===== config.mk =====
export PLATFORM = sky130hd
export DESIGN_NAME = speed_meas_flat
export DESIGN_NICKNAME = d
export VERILOG_FILES = /design/src/rtl/speed_ctrl_pkg.sv /design/src/rtl/speed_meas_if.sv /design/src/rtl/speed_meas_quad_decoder.sv /design/src/rtl/speed_meas.sv /design/src/flat_wrapper.sv
export SDC_FILE = /design/constraint.sdc
export NUM_CORES = 1
export LEC_CHECK = 0
export BUFFER_PORTS_ARGS = -buffer_cell sky130_fd_sc_hd__buf_4
export CORE_UTILIZATION = 65
export CTS_CLUSTER_DIAMETER = 60
export DETAILED_ROUTE_END_ITERATION = 10
export GPL_ROUTABILITY_DRIVEN = 1
export HOLD_SLACK_MARGIN = 0.12
export PLACE_DENSITY_LB_ADDON = 0.08
export SLEW_MARGIN = 20
export SYNTH_ARGS = -nofsm -noshare
export SYNTH_HDL_FRONTEND = slang
export SYNTH_HIERARCHICAL = 1
export SYNTH_SLANG_ARGS = --single-unit

===== constraint.sdc =====
create_clock -name clk -period 3.88 [get_ports clk]
set_input_delay 0.388 -clock clk [delete_from_list [all_inputs] [get_ports clk]]
set_output_delay 0.388 -clock clk [all_outputs]
set_load 0.03 [all_outputs]

===== src/rtl/speed_ctrl_pkg.sv =====
// Shared definitions for the speed-control loop: quadrature state codes,
// decoder step codes and the default speed width used by measurement and
// comparison blocks alike.
package speed_ctrl_pkg;

  // Default speed magnitude width shared with the speed comparator.
  localparam int DEF_SPD_W = 8;

  // Quadrature states as {a, b}; forward rotation walks Q00->Q10->Q11->Q01.
  typedef enum logic [1:0] {
    Q00 = 2'b00,
    Q10 = 2'b10,
    Q11 = 2'b11,
    Q01 = 2'b01
  } quad_t;

  // Per-cycle decoder result.
  typedef enum logic [1:0] {
    STEP_NONE = 2'd0,
    STEP_FWD  = 2'd1,
    STEP_REV  = 2'd2,
    STEP_ERR  = 2'd3
  } step_t;

  // Next state when rotating forward from s.
  function automatic logic [1:0] quad_fwd_next(input logic [1:0] s);
    case (s)
      Q00:     return Q10;
      Q10:     return Q11;
      Q11:     return Q01;
      default: return Q00;
    endcase
  endfunction

  // Classify a prev->cur transition; a change of both bits is illegal.
  function automatic step_t decode_step(input logic [1:0] prev, input logic [1:0] cur);
    if (cur == prev)                     return STEP_NONE;
    else if (cur == quad_fwd_next(prev)) return STEP_FWD;
    else if (prev == quad_fwd_next(cur)) return STEP_REV;
    else                                 return STEP_ERR;
  endfunction

endpackage


===== src/rtl/speed_meas_if.sv =====
// Encoder inputs and speed result bundle for speed_meas.
//
// Handshake: speed_valid is a one-cycle strobe with no back-pressure.
// speed, dir and enc_err are meaningful when speed_valid=1 and hold
// their value until the next strobe; a consumer must take them on the
// strobe cycle or read the held value later.
interface speed_meas_if #(
  parameter int SPD_W = speed_ctrl_pkg::DEF_SPD_W
);
  logic             en;
  logic             enc_a;
  logic             enc_b;
  logic [SPD_W-1:0] speed;
  logic             dir;
  logic             speed_valid;
  logic             enc_err;

  modport master (
    output en, enc_a, enc_b,
    input  speed, dir, speed_valid, enc_err
  );

  modport slave (
    input  en, enc_a, enc_b,
    output speed, dir, speed_valid, enc_err
  );
endinterface


===== src/rtl/speed_meas_quad_decoder.sv =====
// Quadrature decoder: synchronises the asynchronous encoder channels and
// emits one registered step code per clock. Keeps tracking regardless of
// measurement enable so the previous state is always current.
module quad_decoder
  import speed_ctrl_pkg::*;
(
  input  logic  clk,
  input  logic  reset,
  input  logic  enc_a,
  input  logic  enc_b,
  output step_t step
);

  logic [1:0] sync1;
  logic [1:0] sync2;
  logic [1:0] prev_ab;

  // Two-flop synchroniser, previous-state register and registered step code.
  always_ff @(posedge clk or negedge reset) begin
    if (!reset) begin
      sync1   <= 2'b00;
      sync2   <= 2'b00;
      prev_ab <= 2'b00;
      step    <= STEP_NONE;
    end else begin
      sync1   <= {enc_a, enc_b};
      sync2   <= sync1;
      prev_ab <= sync2;
      step    <= decode_step(prev_ab, sync2);
    end
  end

endmodule


===== src/rtl/speed_meas.sv =====
// Wheel speed measurement: counts net quadrature steps over a fixed
// window of clk cycles and publishes |net|, its sign and an error flag
// once per window.
module speed_meas
  import speed_ctrl_pkg::*;
#(
  parameter int WINDOW_CYCLES = 50000,
  parameter int WIN_W         = 16,
  parameter int SPD_W         = DEF_SPD_W
) (
  input  logic         clk,
  input  logic         reset,
  speed_meas_if.slave  bus
);

  localparam int                        ACC_W   = SPD_W + 1;
  localparam logic [WIN_W-1:0]          LAST    = WIN_W'(WINDOW_CYCLES - 1);
  localparam logic signed [ACC_W-1:0]   ACC_MAX = ACC_W'((1 << SPD_W) - 1);
  localparam logic signed [ACC_W-1:0]   ACC_MIN = -ACC_MAX;

  step_t                    step;
  logic [WIN_W-1:0]         win_cnt;
  logic signed [ACC_W-1:0]  acc;
  logic signed [ACC_W-1:0]  acc_next;
  logic [SPD_W-1:0]         speed_next;
  logic                     err_pend;
  logic                     step_err;
  logic                     terminal;
  logic [SPD_W-1:0]         speed_q;
  logic                     dir_q;
  logic                     valid_q;
  logic                     err_q;

  quad_decoder u_dec (
    .clk   (clk),
    .reset (reset),
    .enc_a (bus.enc_a),
    .enc_b (bus.enc_b),
    .step  (step)
  );

  // Saturating accumulate: a step that would pass the limit is dropped.
  always_comb begin
    acc_next = acc;
    case (step)
      STEP_FWD: if (acc != ACC_MAX) acc_next = acc + ACC_W'(1);
      STEP_REV: if (acc != ACC_MIN) acc_next = acc - ACC_W'(1);
      default:  acc_next = acc;
    endcase
  end

  assign step_err   = (step == STEP_ERR);
  assign terminal   = (win_cnt == LAST);
  assign speed_next = acc_next[SPD_W] ? SPD_W'(-acc_next) : acc_next[SPD_W-1:0];

  // Window counter, accumulator and output registers; the terminal cycle's
  // own step is folded into the closing window through acc_next.
  always_ff @(posedge clk or negedge reset) begin
    if (!reset) begin
      win_cnt  <= '0;
      acc      <= '0;
      err_pend <= 1'b0;
      speed_q  <= '0;
      dir_q    <= 1'b0;
      valid_q  <= 1'b0;
      err_q    <= 1'b0;
    end else if (!bus.en) begin
      win_cnt  <= '0;
      acc      <= '0;
      err_pend <= 1'b0;
      valid_q  <= 1'b0;
    end else if (terminal) begin
      win_cnt  <= '0;
      acc      <= '0;
      err_pend <= 1'b0;
      speed_q  <= speed_next;
      dir_q    <= acc_next[SPD_W];
      err_q    <= err_pend | step_err;
      valid_q  <= 1'b1;
    end else begin
      win_cnt  <= win_cnt + WIN_W'(1);
      acc      <= acc_next;
      err_pend <= err_pend | step_err;
      valid_q  <= 1'b0;
    end
  end

  assign bus.speed       = speed_q;
  assign bus.dir         = dir_q;
  assign bus.speed_valid = valid_q;
  assign bus.enc_err     = err_q;

endmodule


===== src/flat_wrapper.sv =====
// flat-port wrapper written by rule: the top's interface ports become plain ports
module speed_meas_flat import speed_ctrl_pkg::*;
#(
  parameter int WINDOW_CYCLES = 50000,
  parameter int WIN_W         = 16,
  parameter int SPD_W         = DEF_SPD_W
)
  (clk, reset, bus_en, bus_enc_a, bus_enc_b, bus_speed, bus_dir, bus_speed_valid, bus_enc_err);
  speed_meas_if #(.SPD_W(SPD_W)) bus_i ();
  input  logic clk;
  input  logic reset;
  input wire logic [$bits(bus_i.en)-1:0] bus_en;
  input wire logic [$bits(bus_i.enc_a)-1:0] bus_enc_a;
  input wire logic [$bits(bus_i.enc_b)-1:0] bus_enc_b;
  output wire logic [$bits(bus_i.speed)-1:0] bus_speed;
  output wire logic [$bits(bus_i.dir)-1:0] bus_dir;
  output wire logic [$bits(bus_i.speed_valid)-1:0] bus_speed_valid;
  output wire logic [$bits(bus_i.enc_err)-1:0] bus_enc_err;
  assign bus_i.en = bus_en;
  assign bus_i.enc_a = bus_enc_a;
  assign bus_i.enc_b = bus_enc_b;
  assign bus_speed = bus_i.speed;
  assign bus_dir = bus_i.dir;
  assign bus_speed_valid = bus_i.speed_valid;
  assign bus_enc_err = bus_i.enc_err;
  speed_meas #(.WINDOW_CYCLES(WINDOW_CYCLES), .WIN_W(WIN_W), .SPD_W(SPD_W)) u_core (.clk(clk), .reset(reset), .bus(bus_i));
endmodule

Word-level counts from Yosys, hierarchy flattened
Index checks and enable logic that the tools add are counted.
{"block": "totals", "reg_bits": 45, "output_inout_bits": 11}
{"block": "op_classes", "n_reduce_logical": 3, "bitwise": 1, "n_mux": 20, "eq_ne": 13, "add_sub_neg": 4}
{"operator": "$mux W9", "n": 4}
{"operator": "$mux W16", "n": 2}
{"operator": "$ne A9 B9 Y1 const B", "n": 2}
{"operator": "$pmux W9 S2", "n": 1}
{"operator": "$add A16 B1 Y16 const B", "n": 1}
{"operator": "$eq A16 B16 Y1 const B", "n": 1}
{"operator": "$eq A2 B2 Y1 const B", "n": 6}
{"operator": "$pmux W2 S3", "n": 2}
{"operator": "$mux W2", "n": 5}
{"operator": "$add A9 B2 Y9 const B", "n": 1}
{"operator": "$sub A9 B2 Y9 const B", "n": 1}
{"operator": "$mux W8", "n": 1}
{"operator": "$neg A8 Y8", "n": 1}
{"operator": "$eq A2 B2 Y1", "n": 3}
{"operator": "$mux W1", "n": 5}
{"operator": "$logic_not A2 Y1", "n": 2}
{"operator": "$eq A2 B1 Y1 const B", "n": 1}
{"operator": "$reduce_and A2 Y1", "n": 1}
{"operator": "$or A1 B1 Y1", "n": 1}

Longest topological paths before layout
Gate-level depths: netlist of run 1.
{"block": "depth", "ltp_word": 10, "ltp_mapped": 11, "depth_no_buf": 10}

By module
Netlist of run 1, hierarchy kept.
{"module": "speed_meas", "instances": 1, "area_each_um2": 2317.2, "cells_per_inst": 266}
{"module": "quad_decoder", "instances": 1, "area_each_um2": 255.2, "cells_per_inst": 17}

Least setup slack after synthesis of run 1
Ideal clock, no wire load.
{"block": "synth_timing", "kind": "reg-to-reg", "from": "register u_core.acc[0]", "to": "register u_core.speed_q[6], in the netlist u_core/bus.speed[6]", "arrival_ns": 2.570, "n_path_buf": 1, "setup_ns": 0.076, "stages_incl_launch_ff": 11, "t_required_ns": 3.804, "slack_ns": 1.234, "path_cell_list": "dfrtp_1 -> ha_1 -> and4_1 -> clkbuf_1 -> a31o_2 -> a2111oi_4 -> ha_1 -> o2111a_1 -> a41oi_1 -> xor2_1 -> o21ai_1"}
{"block": "synth_between", "elab_chain_cells": 5}
{"element": "start, declared", "line_no": "speed_meas.sv:23", "source": "logic signed [ACC_W-1:0] acc;"}
{"element": "start signal, assigned", "line_no": "speed_meas.sv:82", "source": "acc <= acc_next;"}
{"element": "$sub A9 B2 Y9 (tied with other cells)", "line_no": "speed_meas.sv:47", "source": "STEP_REV: if (acc != ACC_MIN) acc_next = acc - ACC_W'(1);"}
{"element": "$mux W9 (on tied branches)", "line_no": "speed_meas.sv:47, speed_meas.sv:46"}
{"element": "$pmux W9 S2 (*)", "line_no": "speed_meas.sv:45", "source": "case (step)"}
{"element": "$neg A8 Y8", "line_no": "speed_meas.sv:54", "source": "assign speed_next = acc_next[SPD_W] ? SPD_W'(-acc_next) : acc_next[SPD_W-1:0];"}
{"element": "$mux W8 (*)", "line_no": "speed_meas.sv:54"}
{"element": "end signal, assigned", "line_no": "speed_meas.sv:76", "source": "speed_q <= speed_next;"}
{"element": "end, declared", "line_no": "speed_meas.sv:29", "source": "logic [SPD_W-1:0] speed_q;"}
Every way passes the cells marked *; elsewhere a longest branch is shown, timed or not.
A chain may end at the register's enable or synchronous reset.

Final worst setup path of run 1
Ends and elaborated chain as after synthesis.

==> results of run 1 <==
==> worst reg2reg max path: stages, from the launching register on <==
cell and delay, ps:
dfrtp_1 540, ha_1 290, and4_1 390, a211oi_1 130, a311oi_1 580, ha_1 280, o2111a_1 210, a41oi_1 130
xor2_1 180, o21ai_1 120
==> cells in the final DEF (no fill, tap or decap), types with 3 or more instances in the layout <==
cell / count
dfrtp_1: 45
nand2b_1: 5
nand2_1: 31
and3_1: 5
nand3b_1: 3
o21ai_1: 4
a31oi_1: 4
nor2_1: 38
inv_1: 9
a211oi_1: 6
buf_4: 19
o21ai_0: 14
or3_1: 6
nand4_1: 4
xor2_1: 12
nor4_1: 5
ha_1: 8
a21oi_1: 6
clkbuf_8: 5
nor3_1: 4
xnor2_1: 7
nand3_1: 10
==> registers in the layout, indices dropped and copies added, names as in the netlist <==
signal / count
u_core/bus.speed_valid: 1
u_core/u_dec/step: 2
u_core/u_dec/sync2: 2
u_core/acc: 9
u_core/bus.speed: 8
u_core/u_dec/sync1: 2
u_core/win_cnt: 16
u_core/err_pend: 1
u_core/bus.dir: 1
u_core/u_dec/prev_ab: 2
u_core/bus.enc_err: 1
==> timing repair <==
| action | 4_1_cts | 5_1_grt |
|---|---|---|
| hold buffers | 1 | 0 |
| endpoints found under the hold margin | 45 | 0 |
| setup endpoints to repair | 0 | 0 |
==> final cells by class <==
class	instances	area, µm²	share of cell area
Clock buffer	6	72.6	0.0259
Clock inverter	2	15.0	0.00535
Inverter	9	33.8	0.0120
Multi-Input combinational cell	212	1350	0.480
Sequential cell	45	1130	0.401
Tap cell	48	60.1	0.0214
Timing Repair Buffer	20	153	0.0544
==> worst min-delay path by stage <==
stage | end | slack [ps] | cells after the start
floorplan | u_core/acc[0]$_DFF_PN0_ | 90 | 0
global placement | u_core/u_dec/sync2[0]$_DFF_PN0_ | 340 | 0
detailed placement | u_core/u_dec/sync2[1]$_DFF_PN0_ | 340 | 0
CTS | u_core/u_dec/sync1[1]$_DFF_PN0_ | 190 | 1
global route | u_core/u_dec/sync1[1]$_DFF_PN0_ | 180 | 1
finish | u_core/u_dec/sync1[1]$_DFF_PN0_ | 200 | 1
==> power by group <==
part           leakage, nW  switching, mW  internal (mW)
Clock               0.0374          0.155          0.127
Sequential           0.605         0.0370          0.487
Combinational        0.573          0.149          0.109
==> through the flow <==
step / instance area, µm² / worst slack, ps / power, mW
after floorplan: 2570 / 1230 / 0.716
after global placement: 2710 / 1130 / 0.779
after detailed placement: 2710 / 1010 / 0.784
after CTS: 2810 / 980 / 1.07
after global routing: 2810 / 770 / 1.12
final: 2810 / 949 / 1.06
==> routing by layer <==
| layer | wire length (µm) | global-route usage | share of wire | vias to the layer above |
|---|---|---|---|---|
| met4 | 167 | 0.122 | 0.032 | 0 |
| met5 | 0 | 0 | 0 | - |
| met2 | 2650 | 0.477 | 0.50 | 82 |
| met1 | 2180 | 0.356 | 0.41 | 1006 |
| met3 | 294 | 0.0563 | 0.056 | 21 |
| li1 | - | - | - | 1028 |
==> cell families (layout without fill, tap and decap cells) <==
logic type	Yosys count	after routing
AND/OR/NAND/NOR	122	122
XOR/XNOR	19	19
AO/OA/AOI/OAI	60	60
flip-flops	45	45
buffers and inverters	26	37
adder cells (fa/ha/maj)	8	8
multiplexers	3	3
==> results.toml, run 1 <==
[run]
timing.max_cap.violations = 0

[synthesis]
synth_compound_area_frac = 0.173
post_synth_mux_area_share = 0.0126
yosys.area_share.adder = 0.0389
asyncSetResetFlopFracSynth = 1.00
netlist_top_cells_count = "45 x dfrtp_1, 38 x nor2_1, 31 x nand2_1"
yosys.area.top_type = "dfrtp_1"
synthesis.area_per_instance_um2 = 9.09
synth.distinct_cells = 57
synth_top_flop_cell = "dfrtp_1"
synth-seq-area-share = 0.438
synthDominantCellAreaShare = 0.438
synthTopCellsByArea = "dfrtp_1 44%, nor2_1 5.5%, nand2_1 4.5%"
synth_simple_gate_area_share = 0.234
mappedNetlistNets = 296
synth_enable_flop_cells = 0
synth_xor_xnor_area_share = 0.0647
synth_top_family_by_area = "simple AND/OR/NAND/NOR gates"
synth_seq_cells = 45
synth_warnings = 6
synthesis.instances = 283
synth_most_common_cell = "dfrtp_1"
post_synth_instance_area_mm2 = 0.00257

[detailed_routing]
drt-pass1-iter-count = 4
ant_nets = 0
total_via_count_in_the_routed_design = 2137
drt-vias-per-instance = 6.25
routed_wirelength_um = 5290
wl_per_cell_um = 15.5
drt-initial-drc-count = 270
drc = 0

[critical_path]
launch_point_of_the_worst_path = "u_core/acc[0]$_DFF_PN0_"
timing.critical_path.to = "u_core/bus.speed[6]$_DFFE_PN0P_"
worstSetupEndpointType = "flop"
cp_data_arrival_time_ps = 3150
worst_r2r_path_depth = 9
cpLargestDelayFamily = "compound AO/OA/AOI/OAI gates"
timing.critical_path.cells = "ha_1 > and4_1 > a211oi_1 > a311oi_1 > ha_1 > o2111a_1 > a41oi_1 > xor2_1 > o21ai_1"
critical-path-max-stage-delay_ps = 580
cp.depth = 9
critical_path.n_buffers_inverters = 0
crit_path_start_kind = "flop"
worst-setup-path-type = "flop to flop"
worst_flop_to_flop_path_endpoint = "u_core/bus.speed[6]$_DFFE_PN0P_"
path_common_cell = "ha_1"
r2r_slack_ps = 950
critPathSlowestCell = "a311oi_1"
crit_path_max_fanout = 9
critPathRequiredTime_ps = 4100
r2r-start = "u_core/acc[0]$_DFF_PN0_"

[global_route]
global_route.overflow_total = 0
grt_antenna_before_repair = 0
grt_pass1_vias = 2024
wire_length_of_the_first_global_routing_pass_um = 9210
largest_net_degree_at_the_start_of_global_routing = 46
all_layer_global_routing_usage = 0.285

[clock_tree]
cts.sink_count = 45
post-cts-setup-buffer-count = 0
post_cts_sizing = 0
tritoncts = "done"
clock_path_buffers = 2
cts_buffers = 5
cts.clk_slew.worst_paths_ps = 80
clk_root_buffer_cell = "clkbuf_8"
cts.htree.levels = 2
clkLatencyLatePin_ps = 290

[sta]
period_minus_slack_ps = 2930
slew_violations = 0
hold-worst-slack_ps = 196
fin_skew_ps = 5.43
max_freq_mhz = 341
final.setup.tns_ps = 0
post-route-period-util = 0.755
worst_slew_pin_slew_ps = 934
timing_hold_violations_final = 0
rsz0062_at_grt = "no"
finalSetupViolCount = 0
max-slew-margin-rel = 0.377

[cells_and_area]
area_growth_synth_to_finish_pct = 9.10
layoutNonFillerInstCount = 342
finish.net_count = 306
n_antenna_cell = 0
post_route_cells_drive_above_1_share = 0.119
number_of_fill_cells_in_the_layout = 281
layout.core_utilization = 0.755

[floorplan]
dieArea_mm2 = 0.00421
floorplan.die.width_um = 64.9
core_region_area_mm2 = 0.00372
die_h_um = 64.9
start_util = 0.692
fp-row-count = 22
top_level_ports = 16

[power_and_ir_drop]
ir_worst_vdd_mv = 0.342
p_leak_nw = 1.22
power-per-cell-area_mw_per_mm2 = 379

[run_status]
outcome = "finished, final reports clean"

[place]
placement.io_buffers = 15
finalWeightedCongestion = 0.924
dp_hpwl_um = 3760
dp_cells = 333

[worst_hold_path]
hold_class = "input pin to flop"
timing.hold.worst.start = "bus_enc_a"
No activity file was read; power rests on OpenSTA's default activity.
==> run 2: changes to the inputs <==
--- a/config.mk
+++ b/config.mk
@@ -6,7 +6,7 @@
 export NUM_CORES = 1
 export LEC_CHECK = 0
 export BUFFER_PORTS_ARGS = -buffer_cell sky130_fd_sc_hd__buf_4
-export CORE_UTILIZATION = 65
+export CORE_UTILIZATION = 60
 export CTS_CLUSTER_DIAMETER = 60
 export DETAILED_ROUTE_END_ITERATION = 10
 export GPL_ROUTABILITY_DRIVEN = 1
==> constraint.sdc (replaced) <==
create_clock -name clk -period 2.85 [get_ports clk]
set_input_delay 0.285 -clock clk [delete_from_list [all_inputs] [get_ports clk]]
set_output_delay 0.285 -clock clk [all_outputs]
set_load 0.03 [all_outputs]
==> results.toml, run 2 (synthesized netlist as in run 1, its figures left out) <==
[run_status]
outcome = "finished, final reports clean"

[power_and_ir_drop]
power-per-cell-area_mw_per_mm2 = 538
seq_power_share = 0.435
p_leak_nw = 1.31
switching_share = 0.301
clockPowerShare = 0.301
ir_worst_vdd_mv = 0.385
p_total_mw = 1.59
cell_internal_pwr_mw = 1.11
share_comb_of_total_power = 0.264
switchingPower_mw = 0.479

[sta]
final.setup.tns_ps = 0
max-slew-margin-rel = 0.619
post-route-period-util = 0.922
max_freq_mhz = 381
slew_violations = 0
rsz0062_at_grt = "no"
timing_hold_violations_final = 0
fin_skew_ps = 5.73
worst_slew_pin_slew_ps = 571
finalSetupViolCount = 0
period_minus_slack_ps = 2630
timing.final.ws_setup_ps = 223

[critical_path]
worst_r2r_path_depth = 9
worst-setup-path-type = "flop to flop"
launch_point_of_the_worst_path = "u_core/acc[0]$_DFF_PN0_"
r2r-start = "u_core/acc[0]$_DFF_PN0_"
worstSetupEndpointType = "flop"
critPathRequiredTime_ps = 3080
cp_data_arrival_time_ps = 2860
crit_path_start_kind = "flop"
crit_path_max_fanout = 8

[global_route]
grt_antenna_before_repair = 0
wire_length_of_the_first_global_routing_pass_um = 8550
largest_net_degree_at_the_start_of_global_routing = 46
all_layer_global_routing_usage = 0.258
grt_pass1_vias = 1904
global_route.overflow_total = 0

[detailed_routing]
drc = 0
routed_wirelength_um = 5500
drt-initial-drc-count = 219
wl_per_cell_um = 15.3
total_via_count_in_the_routed_design = 2177
drt-pass1-iter-count = 8
drt-vias-per-instance = 6.05
ant_nets = 0

[cells_and_area]
largest_reg_flops = 16
post_route_cells_drive_above_1_share = 0.158
n_antenna_cell = 0
finish.net_count = 322
area_growth_synth_to_finish_pct = 15.0
largest-register = "u_core/win_cnt"
final_common_cell = "dfrtp_1"
most-common-layout-cells = "45 x dfrtp_1, 38 x nor2_1, 33 x buf_4"
layout.cell_area.non_filler_mm2 = 0.00296
number_of_fill_cells_in_the_layout = 315

[worst_hold_path]
hold_class = "input pin to flop"
timing.hold.worst.start = "bus_en"
min_path_cells = 2

[run]
timing.max_cap.violations = 0

[floorplan]
start_util = 0.634
fp-row-count = 23
top_level_ports = 16
dieArea_mm2 = 0.00455
die_h_um = 67.5
core_region_area_mm2 = 0.00406
floorplan.die.width_um = 67.5

[place]
worst_slack_placed_ps = 254
placedInstanceArea_mm2 = 0.00282
placement.io_buffers = 15
finalWeightedCongestion = 0.961
dp_hpwl_um = 3840

[clock_tree]
tritoncts = "done"
cts.clk_slew.worst_paths_ps = 90
clkLatencyLatePin_ps = 290
cts.sink_count = 45
clk_root_buffer_cell = "clkbuf_8"
cts.htree.levels = 2
cts_buffers = 5
clock_path_buffers = 2
post-cts-setup-buffer-count = 0
-- run 2: metal layers --
metal,track usage,vias to the layer above,wire (µm)
met5,0,-,0
met4,0.117,0,136
met3,0.0507,10,272
met2,0.423,69,2690
met1,0.327,1044,2400
li1,-,1054,-
-- run 2: power by group through the flow --
| stage | clock network (mW) | registers [mW] | logic (mW) |
|---|---|---|---|
| after floorplan | 0 | 0.695 | 0.279 |
| final | 0.478 | 0.692 | 0.420 |
| after global routing | 0.514 | 0.696 | 0.453 |
| after detailed placement | 0 | 0.705 | 0.410 |
| after global placement | 0 | 0.702 | 0.408 |
| after CTS | 0.491 | 0.692 | 0.416 |
-- run 2: what timing repair did --
item	4_1_cts	5_1_grt
endpoints found under the hold margin	47	0
resized for setup	0	0
hold buffers	3	0
-- run 2: worst paths after layout --
check	slack [ps]	end
min in group asynchronous	520	u_core/acc[5]$_DFF_PN0_
worst min register to register	350	u_core/u_dec/sync2[0]$_DFF_PN0_
max in group asynchronous	1940	u_core/bus.enc_err$_DFFE_PN0P_
worst min-delay path	220	u_core/win_cnt[2]$_DFF_PN0_
worst max register to register	220	u_core/bus.speed[6]$_DFFE_PN0P_
worst max-delay path	220	u_core/bus.speed[6]$_DFFE_PN0P_
-- run 2: per-stage QoR --
step | hold slack [ps] | cells | util
3_5_place_dp | 322 | 349 | 0.694
5_1_grt | 219 | 360 | 0.729
6_report | 219 | 360 | 0.729
2_1_floorplan | -10.6 | 283 | -
3_3_place_gp | 318 | 349 | 0.694
4_1_cts | 215 | 360 | 0.729
-- run 2: area by class of cell --
cell class	instances	area (µm²)	area share
clock buffer	6	72.6	0.0245
timing repair buffer	36	278	0.0939
multi-input combinational	212	1350	0.455
sequential	45	1130	0.381
clock inverter	2	38.8	0.0131
tap	50	62.6	0.0212
inverter	9	33.8	0.0114
-- run 2: critical path, cell delays in order (launching register included) --
cell and delay, ps:
dfrtp_1 460, ha_1 290, and4_1 300, a31o_2 280, a2111oi_4 380, ha_1 240
o2111a_1 210, a41oi_1 130, xor2_1 160, o21ai_1 110
